File: config.mk
export PLATFORM = sky130hd
export DESIGN_NAME = multicycle_ctrl_flat
export DESIGN_NICKNAME = d
export VERILOG_FILES = /design/src/rtl/multicycle_ctrl_pkg.sv /design/src/rtl/multicycle_ctrl_if.sv /design/src/rtl/multicycle_ctrl_decode.sv /design/src/rtl/multicycle_ctrl.sv /design/src/flat_wrapper.sv
export SDC_FILE = /design/constraint.sdc
export NUM_CORES = 1
export LEC_CHECK = 0
export ABC_AREA = 1
export CORE_UTILIZATION = 55
export CTS_BUF_LIST = sky130_fd_sc_hd__clkbuf_8
export CTS_CLUSTER_SIZE = 10
export DETAILED_ROUTE_END_ITERATION = 6
export PLACE_DENSITY = 0.95
export SYNTH_ARGS = -nofsm -noshare
export SYNTH_HDL_FRONTEND = slang
export SYNTH_SLANG_ARGS = --single-unit
File: constraint.sdc
create_clock -name clk -period 4.7 [get_ports clk]
set_input_delay 1.175 -clock clk [delete_from_list [all_inputs] [get_ports clk]]
set_output_delay 1.175 -clock clk [all_outputs]
set_load 0.01 [all_outputs]
File: src/rtl/multicycle_ctrl_pkg.sv
// Shared encodings for the multi-cycle sequencer: states, instruction classes, opcodes, mux selects.
// Latency: none (declarations only); no backpressure.
package multicycle_ctrl_pkg;

    typedef enum logic [2:0] {
        ST_FETCH  = 3'd0,
        ST_DECODE = 3'd1,
        ST_EXEC   = 3'd2,
        ST_MEM    = 3'd3,
        ST_WB     = 3'd4,
        ST_TRAP   = 3'd5
    } state_e;

    typedef enum logic [3:0] {
        CL_ADD, CL_SUB, CL_SLT, CL_JR, CL_J, CL_JAL,
        CL_BEQ, CL_BNE, CL_ADDI, CL_XORI, CL_LW, CL_SW
    } class_e;

    localparam logic [5:0] OP_RTYPE = 6'h00;
    localparam logic [5:0] OP_J     = 6'h02;
    localparam logic [5:0] OP_JAL   = 6'h03;
    localparam logic [5:0] OP_BEQ   = 6'h04;
    localparam logic [5:0] OP_BNE   = 6'h05;
    localparam logic [5:0] OP_ADDI  = 6'h08;
    localparam logic [5:0] OP_XORI  = 6'h0e;
    localparam logic [5:0] OP_LW    = 6'h23;
    localparam logic [5:0] OP_SW    = 6'h2b;

    localparam logic [5:0] FN_ADD = 6'h20;
    localparam logic [5:0] FN_SUB = 6'h22;
    localparam logic [5:0] FN_SLT = 6'h2a;
    localparam logic [5:0] FN_JR  = 6'h08;

    localparam logic [2:0] ALU_ADD = 3'd0;
    localparam logic [2:0] ALU_SUB = 3'd1;
    localparam logic [2:0] ALU_XOR = 3'd2;
    localparam logic [2:0] ALU_SLT = 3'd3;

    localparam logic [1:0] DW_ALU = 2'd0;
    localparam logic [1:0] DW_PC4 = 2'd1;
    localparam logic [1:0] DW_MEM = 2'd2;

    localparam logic [1:0] J_DA    = 2'd0;
    localparam logic [1:0] J_TGT   = 2'd1;
    localparam logic [1:0] J_PCALU = 2'd2;

    localparam logic [1:0] PC_INC = 2'd0;
    localparam logic [1:0] PC_BEQ = 2'd1;
    localparam logic [1:0] PC_BNE = 2'd2;

    function automatic logic [2:0] class_alu_op(input class_e cls);
        case (cls)
            CL_SUB, CL_BEQ, CL_BNE: return ALU_SUB;
            CL_SLT:                 return ALU_SLT;
            CL_XORI:                return ALU_XOR;
            default:                return ALU_ADD;
        endcase
    endfunction

endpackage

File: src/rtl/multicycle_ctrl_if.sv
// Controller <-> datapath bundle: instruction fields and memory handshake in, enables/selects out.
// Latency: none (wiring only); memRdy is the only stall input.
interface multicycle_ctrl_if #(parameter int CNT_W = 32);
    logic [5:0]       opcode;
    logic [5:0]       funct;
    logic             zeroFlag;
    logic             memRdy;
    logic             memRdEn;
    logic             memWrEn;
    logic             irWrEn;
    logic             pcWrEn;
    logic             regWrEn;
    logic             immSel;
    logic             linkSel;
    logic [1:0]       DwSel;
    logic [1:0]       jSel;
    logic [1:0]       pcSel;
    logic [2:0]       aluOp;
    logic [2:0]       state;
    logic             trap;
    logic [CNT_W-1:0] retired;

    modport master (
        input  opcode, funct, zeroFlag, memRdy,
        output memRdEn, memWrEn, irWrEn, pcWrEn, regWrEn, immSel, linkSel,
               DwSel, jSel, pcSel, aluOp, state, trap, retired
    );

    modport slave (
        output opcode, funct, zeroFlag, memRdy,
        input  memRdEn, memWrEn, irWrEn, pcWrEn, regWrEn, immSel, linkSel,
               DwSel, jSel, pcSel, aluOp, state, trap, retired
    );
endinterface

File: src/rtl/multicycle_ctrl_decode.sv
// Combinational opcode/funct -> instruction class plus illegal flag.
// Latency: 0 cycles; no backpressure.
module multicycle_ctrl_decode
    import multicycle_ctrl_pkg::*;
(
    input  logic [5:0] opcode_i,
    input  logic [5:0] funct_i,
    output class_e     cls_o,
    output logic       illegal_o
);
    always_comb begin
        cls_o     = CL_ADD;
        illegal_o = 1'b0;
        case (opcode_i)
            OP_RTYPE: begin
                case (funct_i)
                    FN_ADD:  cls_o = CL_ADD;
                    FN_SUB:  cls_o = CL_SUB;
                    FN_SLT:  cls_o = CL_SLT;
                    FN_JR:   cls_o = CL_JR;
                    default: illegal_o = 1'b1;
                endcase
            end
            OP_J:    cls_o = CL_J;
            OP_JAL:  cls_o = CL_JAL;
            OP_BEQ:  cls_o = CL_BEQ;
            OP_BNE:  cls_o = CL_BNE;
            OP_ADDI: cls_o = CL_ADDI;
            OP_XORI: cls_o = CL_XORI;
            OP_LW:   cls_o = CL_LW;
            OP_SW:   cls_o = CL_SW;
            default: illegal_o = 1'b1;
        endcase
    end
endmodule

File: src/rtl/multicycle_ctrl.sv
// Multi-cycle FETCH/DECODE/EXEC/MEM/WB sequencer driving every datapath enable and select.
// Latency: 3-5 cycles per instruction plus memory wait; stalls in FETCH/MEM until memRdy, traps on timeout.
module multicycle_ctrl
    import multicycle_ctrl_pkg::*;
#(
    parameter int MEM_TIMEOUT = 16,
    parameter int CNT_W       = 32
) (
    input  logic               clk,
    input  logic               reset,
    multicycle_ctrl_if.master  bus
);
    localparam int               TMO_W    = $clog2(MEM_TIMEOUT + 1);
    localparam logic [TMO_W-1:0] TMO_LAST = TMO_W'(MEM_TIMEOUT - 1);

    state_e           state_q, state_d;
    class_e           cls_q, dec_cls;
    logic             dec_illegal;
    logic [TMO_W-1:0] tmo_q;
    logic [CNT_W-1:0] retired_q;
    logic             mem_wait, tmo_hit;
    logic             unused_zero;

    // Branch resolution on zeroFlag happens in the pcMux; the sequencer only picks the mode.
    assign unused_zero = bus.zeroFlag;

    multicycle_ctrl_decode u_decode (
        .opcode_i  (bus.opcode),
        .funct_i   (bus.funct),
        .cls_o     (dec_cls),
        .illegal_o (dec_illegal)
    );

    assign mem_wait = (state_q == ST_FETCH || state_q == ST_MEM) && !bus.memRdy;
    assign tmo_hit  = mem_wait && (tmo_q == TMO_LAST);

    always_comb begin
        state_d = state_q;
        case (state_q)
            ST_FETCH:  if (bus.memRdy) state_d = ST_DECODE;
                       else if (tmo_hit) state_d = ST_TRAP;
            ST_DECODE: state_d = dec_illegal ? ST_TRAP : ST_EXEC;
            ST_EXEC: begin
                case (cls_q)
                    CL_LW, CL_SW:                              state_d = ST_MEM;
                    CL_ADD, CL_SUB, CL_SLT, CL_ADDI, CL_XORI:  state_d = ST_WB;
                    default:                                   state_d = ST_FETCH;
                endcase
            end
            ST_MEM:    if (bus.memRdy) state_d = (cls_q == CL_LW) ? ST_WB : ST_FETCH;
                       else if (tmo_hit) state_d = ST_TRAP;
            ST_WB:     state_d = ST_FETCH;
            default:   state_d = ST_TRAP;
        endcase
    end

    always_ff @(posedge clk or posedge reset) begin
        if (reset) begin
            state_q   <= ST_FETCH;
            cls_q     <= CL_ADD;
            tmo_q     <= '0;
            retired_q <= '0;
        end else begin
            state_q <= state_d;
            if (state_q == ST_DECODE) cls_q <= dec_cls;
            tmo_q <= mem_wait ? tmo_q + 1'b1 : '0;
            if (bus.pcWrEn) retired_q <= retired_q + 1'b1;
        end
    end

    // Outputs are forced low while reset is held so an aborted store cannot linger.
    always_comb begin
        bus.memRdEn = 1'b0;
        bus.memWrEn = 1'b0;
        bus.irWrEn  = 1'b0;
        bus.pcWrEn  = 1'b0;
        bus.regWrEn = 1'b0;
        bus.immSel  = 1'b0;
        bus.linkSel = 1'b0;
        bus.DwSel   = DW_ALU;
        bus.jSel    = J_DA;
        bus.pcSel   = PC_INC;
        bus.aluOp   = ALU_ADD;
        bus.trap    = 1'b0;
        if (!reset) begin
            case (state_q)
                ST_FETCH: begin
                    bus.memRdEn = !bus.memRdy;
                    bus.irWrEn  = bus.memRdy;
                end
                ST_EXEC: begin
                    bus.aluOp = class_alu_op(cls_q);
                    case (cls_q)
                        CL_ADDI, CL_XORI, CL_LW, CL_SW: bus.immSel = 1'b1;
                        CL_BEQ: begin bus.pcSel = PC_BEQ; bus.jSel = J_PCALU; bus.pcWrEn = 1'b1; end
                        CL_BNE: begin bus.pcSel = PC_BNE; bus.jSel = J_PCALU; bus.pcWrEn = 1'b1; end
                        CL_J:   begin bus.jSel = J_TGT; bus.pcWrEn = 1'b1; end
                        CL_JAL: begin
                            bus.jSel    = J_TGT;
                            bus.pcWrEn  = 1'b1;
                            bus.regWrEn = 1'b1;
                            bus.DwSel   = DW_PC4;
                            bus.linkSel = 1'b1;
                        end
                        CL_JR:  begin bus.jSel = J_DA; bus.pcWrEn = 1'b1; end
                        default: ;
                    endcase
                end
                ST_MEM: begin
                    if (cls_q == CL_LW) bus.memRdEn = 1'b1;
                    else                bus.memWrEn = 1'b1;
                    if (bus.memRdy && cls_q == CL_SW) begin
                        bus.pcWrEn = 1'b1;
                        bus.jSel   = J_PCALU;
                    end
                end
                ST_WB: begin
                    bus.regWrEn = 1'b1;
                    bus.DwSel   = (cls_q == CL_LW) ? DW_MEM : DW_ALU;
                    bus.pcWrEn  = 1'b1;
                    bus.jSel    = J_PCALU;
                end
                ST_TRAP:  bus.trap = 1'b1;
                default: ;
            endcase
        end
    end

    assign bus.state   = state_q;
    assign bus.retired = retired_q;
endmodule

File: src/flat_wrapper.sv
// flat-port wrapper written by rule: the top's interface ports become plain ports
module multicycle_ctrl_flat import multicycle_ctrl_pkg::*;
#(
    parameter int MEM_TIMEOUT = 16,
    parameter int CNT_W       = 32
)
  (clk, reset, bus_opcode, bus_funct, bus_zeroFlag, bus_memRdy, bus_memRdEn, bus_memWrEn, bus_irWrEn, bus_pcWrEn, bus_regWrEn, bus_immSel, bus_linkSel, bus_DwSel, bus_jSel, bus_pcSel, bus_aluOp, bus_state, bus_trap, bus_retired);
  multicycle_ctrl_if #(.CNT_W(CNT_W)) bus_i ();
  input  logic clk;
  input  logic reset;
  input wire logic [$bits(bus_i.opcode)-1:0] bus_opcode;
  input wire logic [$bits(bus_i.funct)-1:0] bus_funct;
  input wire logic [$bits(bus_i.zeroFlag)-1:0] bus_zeroFlag;
  input wire logic [$bits(bus_i.memRdy)-1:0] bus_memRdy;
  output wire logic [$bits(bus_i.memRdEn)-1:0] bus_memRdEn;
  output wire logic [$bits(bus_i.memWrEn)-1:0] bus_memWrEn;
  output wire logic [$bits(bus_i.irWrEn)-1:0] bus_irWrEn;
  output wire logic [$bits(bus_i.pcWrEn)-1:0] bus_pcWrEn;
  output wire logic [$bits(bus_i.regWrEn)-1:0] bus_regWrEn;
  output wire logic [$bits(bus_i.immSel)-1:0] bus_immSel;
  output wire logic [$bits(bus_i.linkSel)-1:0] bus_linkSel;
  output wire logic [$bits(bus_i.DwSel)-1:0] bus_DwSel;
  output wire logic [$bits(bus_i.jSel)-1:0] bus_jSel;
  output wire logic [$bits(bus_i.pcSel)-1:0] bus_pcSel;
  output wire logic [$bits(bus_i.aluOp)-1:0] bus_aluOp;
  output wire logic [$bits(bus_i.state)-1:0] bus_state;
  output wire logic [$bits(bus_i.trap)-1:0] bus_trap;
  output wire logic [$bits(bus_i.retired)-1:0] bus_retired;
  assign bus_i.opcode = bus_opcode;
  assign bus_i.funct = bus_funct;
  assign bus_i.zeroFlag = bus_zeroFlag;
  assign bus_i.memRdy = bus_memRdy;
  assign bus_memRdEn = bus_i.memRdEn;
  assign bus_memWrEn = bus_i.memWrEn;
  assign bus_irWrEn = bus_i.irWrEn;
  assign bus_pcWrEn = bus_i.pcWrEn;
  assign bus_regWrEn = bus_i.regWrEn;
  assign bus_immSel = bus_i.immSel;
  assign bus_linkSel = bus_i.linkSel;
  assign bus_DwSel = bus_i.DwSel;
  assign bus_jSel = bus_i.jSel;
  assign bus_pcSel = bus_i.pcSel;
  assign bus_aluOp = bus_i.aluOp;
  assign bus_state = bus_i.state;
  assign bus_trap = bus_i.trap;
  assign bus_retired = bus_i.retired;
  multicycle_ctrl #(.MEM_TIMEOUT(MEM_TIMEOUT), .CNT_W(CNT_W)) u_core (.clk(clk), .reset(reset), .bus(bus_i));
endmodule
==> metrics list <==
- The detailed router finished its first iteration with 201 violations.
- Total grt overflow: 0
- Reported max-cap violation count: 0
* Number of instances resized during post-cts repair: 0
* Slowest cell on the critical path: clkdlybuf4s50_1
- Worst min path class: flip-flop to flip-flop
- TritonCTS created 5 clock buffers.
* Number of I/O port buffers: 65
- Critical Setup Path Class: input pin to primary output
- The number of hold buffers added after CTS was 0.
- Grouping stages by cell kind, the critical path spends the most delay in buffers and inverters.
* Final net count: 623
- The detail route stage leaves a number of antenna-violating nets equal to 0.
* Via density per instance: about 5.4
- Fill cells in the final layout number around 470.
* Num ports: just under 70
- Flip-flop and latch count after synthesis: 44
- The max-slew violation count came to 0.
- Fraction of the yosys area taken by sequential cells: 33.8%
- The startpoint identified for the worst hold timing path is u_core.tmo_q[0].
* Arrival time of the worst setup path: 3.01 ns
- Highest fanout seen on the critical path: 22
- For the final database, setup skew stands at ~0.0070 ns.
- The most critical setup path has its startpoint at reset.
- Outcome: completed
- In this run the horizontal extent of the chip is between 70 and 80 um.
- From synthesis to final layout, the design area changed by 24.6%.
- After floorplanning, the core was sized to cover around 5600 sq um.
* Number of synthesis warnings: 0
- Measured along the y axis, the die boundary spans 78.9 um.
* Mapped Cells: roughly 540
- Initial antenna violation count: 0
- The number of global-route vias before repair came to around 3.4k.
* Final Hold Slack: 0.485 ns
- Maximum number of pins on one net before global-route repair: 34
- After routing, the total negative slack on setup checks comes to 0 ns.
- Dividing total power by cell area gives a power density of 175 nW/um^2.
- Final routed DRC violation total: 0
- Clock tree from TritonCTS: yes
- The number of antenna diodes in the final layout is 0.
- Post-Syn Nets: 557
- Number of optimization iterations in the first detailed-route pass: 5
- The signal on the critical path passes through clkdlybuf4s50_1 > inv_2 > buf_4 > nand3_1 > nor2_1 > clkdlybuf4s50_1.
* Netlist area before placement: ~3300 sq um
- Cell mode on critical path: clkdlybuf4s50_1
- The startpoint identified for the worst register-to-register timing path is u_core.bus.retired[0].
* Crit path buffers/inverters: 4
* Clock latency on the worst-skew pair: 0.30 ns
- The initial utilization of the core area, before any placement, comes to 58.1%.
- Number of buffers inserted by post-CTS setup repair: 0
- Fmax achieved: 239 MHz
- Clock edge transition at the registers on the reported setup and hold paths: 0.09 ns
- Static leakage power: approximately 1.9 nW
* DR vias: about 3.6k
* Required time of the critical path: 3.52 ns
- Setup violations remaining at the end of the flow were counted as 0.
- Proportion of register bits with asynchronous set or reset after synthesis: 100%
* Ratio of final minimum period to clock period: roughly nine tenths
* EDFF count, synth: 0
- Global Route Usage Sum: between 20% and 30%
* Main flop type after synthesis: dfrtp_1
- Number of endpoints with negative hold slack in the final report: 0
- The tree is rooted in a clkbuf_8.
- Per-instance average area after synthesis: 6.05 sq um
- # H-tree levels: 2
* Routability Congestion: about 0.92
* Worst voltage drop across the vdd grid: between 0.1 and 0.15 mV
* Global-route wire length before repair: between 10 and 15 mm
- In the layout the commonest cells are 234 x nand2_1, 86 x nor2_1, 65 x clkdlybuf4s50_1.
* Clock Path Buffers: 2
* Standard-cell row count: 27
- Type of origin of the critical path: input pin
- The library cell used most frequently in the layout, excluding fill and tap cells, is nand2_1.
- For this block, the routed nets add up to 8.60 mm of wire.
- After synthesis, the netlist uses 29 different library cells.
* Delay of the slowest cell on the worst path: roughly 0.6 ns
- Fraction of layout cells with a size suffix above 1: 5.29%
- Detailed placement ended at an HPWL of 6.49 mm.
- RSZ-0062 raised after global routing: no
- Total clock sinks: 44
- STA classifies the critical path endpoint as a primary output.
* Die area: ~6200 sq um
* Minimum clock period after layout: 4.18 ns
* Wire length per cell after detailed routing: 12.7 um
==> stage by stage <==
stage	worst slack [ns]	power, W	instance area (sq um)	instances	utilization [%]
2_1_floorplan	0.746	0.000406	3260	538	-
3_3_place_gp	0.559	0.000425	3950	669	70.4
3_5_place_dp	0.507	0.000427	3950	669	70.4
4_1_cts	0.508	0.000713	4060	677	72.3
5_1_grt	0.388	0.000730	4060	677	72.3
6_report	0.518	0.000708	4060	677	72.3
==> synth_stat cells (5+ instances only) <==
cell | number | area, sq um
o21ai_0 | 11 | 55.1
nor2_1 | 86 | 323
nand2_1 | 234 | 878
nand3_1 | 40 | 200
dfrtp_1 | 44 | 1100
buf_2 | 5 | 25.0
nor3_1 | 6 | 30.0
xnor2_1 | 6 | 52.6
xor2_1 | 6 | 52.6
inv_1 | 57 | 214
nand2_2 | 13 | 81.3
==> flip-flops by register name, indices dropped and copies added, names as in the netlist <==
| signal | flops |
|---|---|
| u_core.cls_q | 4 |
| u_core.bus.state | 3 |
| u_core.tmo_q | 5 |
| u_core.bus.retired | 32 |
==> routing by layer <==
metal  up-vias  global-route usage [%]  share of wire (%)
met1      1649                    32.4                 40
met3        37                    4.60                6.1
li1       1779                       -                  -
met4         0                    13.3                3.2
met2       175                    54.0                 51
met5         -                       0                  0
==> cell families (layout without fill, tap and decap cells) <==
| group | after synthesis | in the layout | share of synthesized area [%] |
|---|---|---|---|
| simple gates | 392 | 392 | 49.6 |
| buf+inv | 68 | 135 | 9.11 |
| flops | 44 | 44 | 33.8 |
| compound gates | 18 | 18 | 3.00 |
| xor+xnor | 12 | 12 | 3.23 |
| fa+ha+maj | 3 | 3 | 1.15 |
| other cells | 1 | 1 | 0.115 |
==> worst paths after layout <==
check                                          to  slack (ns)  depth (start not counted)
max in group asynchronous  u_core.bus.retired[24]        2.87                          3
min in group asynchronous  u_core.bus.retired[29]        1.56                          3
max                                   bus_jSel[0]        0.52                          6
min                               u_core.tmo_q[0]        0.48                          1
max reg2reg                u_core.bus.retired[28]        2.78                         10
min reg2reg                       u_core.tmo_q[0]        0.48                          1
==> layout make-up <==
cell class                      instances  area, sq um  share of cell area [%]
Sequential cell                        44         1100                    27.1
Tap cell                               72         90.1                    2.22
Inverter                               59          226                    5.58
Clock buffer                            5         68.8                    1.70
Timing Repair Buffer                   68          673                    16.6
Clock inverter                          3         38.8                   0.956
Multi-Input combinational cell        426         1860                    45.8
==> worst register-to-register path: cells and delay by family, from the launching register on <==
| kind | cells | cell delay, ns |
|---|---|---|
| buffers and inverters | 2 | 0.19 |
| adders and majority gates | 1 | 0.34 |
| and+or+nand+nor | 7 | 0.82 |
| DFF | 1 | 0.49 |
==> report_power, final <==
part	switching (W)	internal, W
registers	0.000000825	0.000379
clock network	0.000133	0.000156
logic	0.0000228	0.0000171
Note: power is estimated with default switching activity, not from simulation.
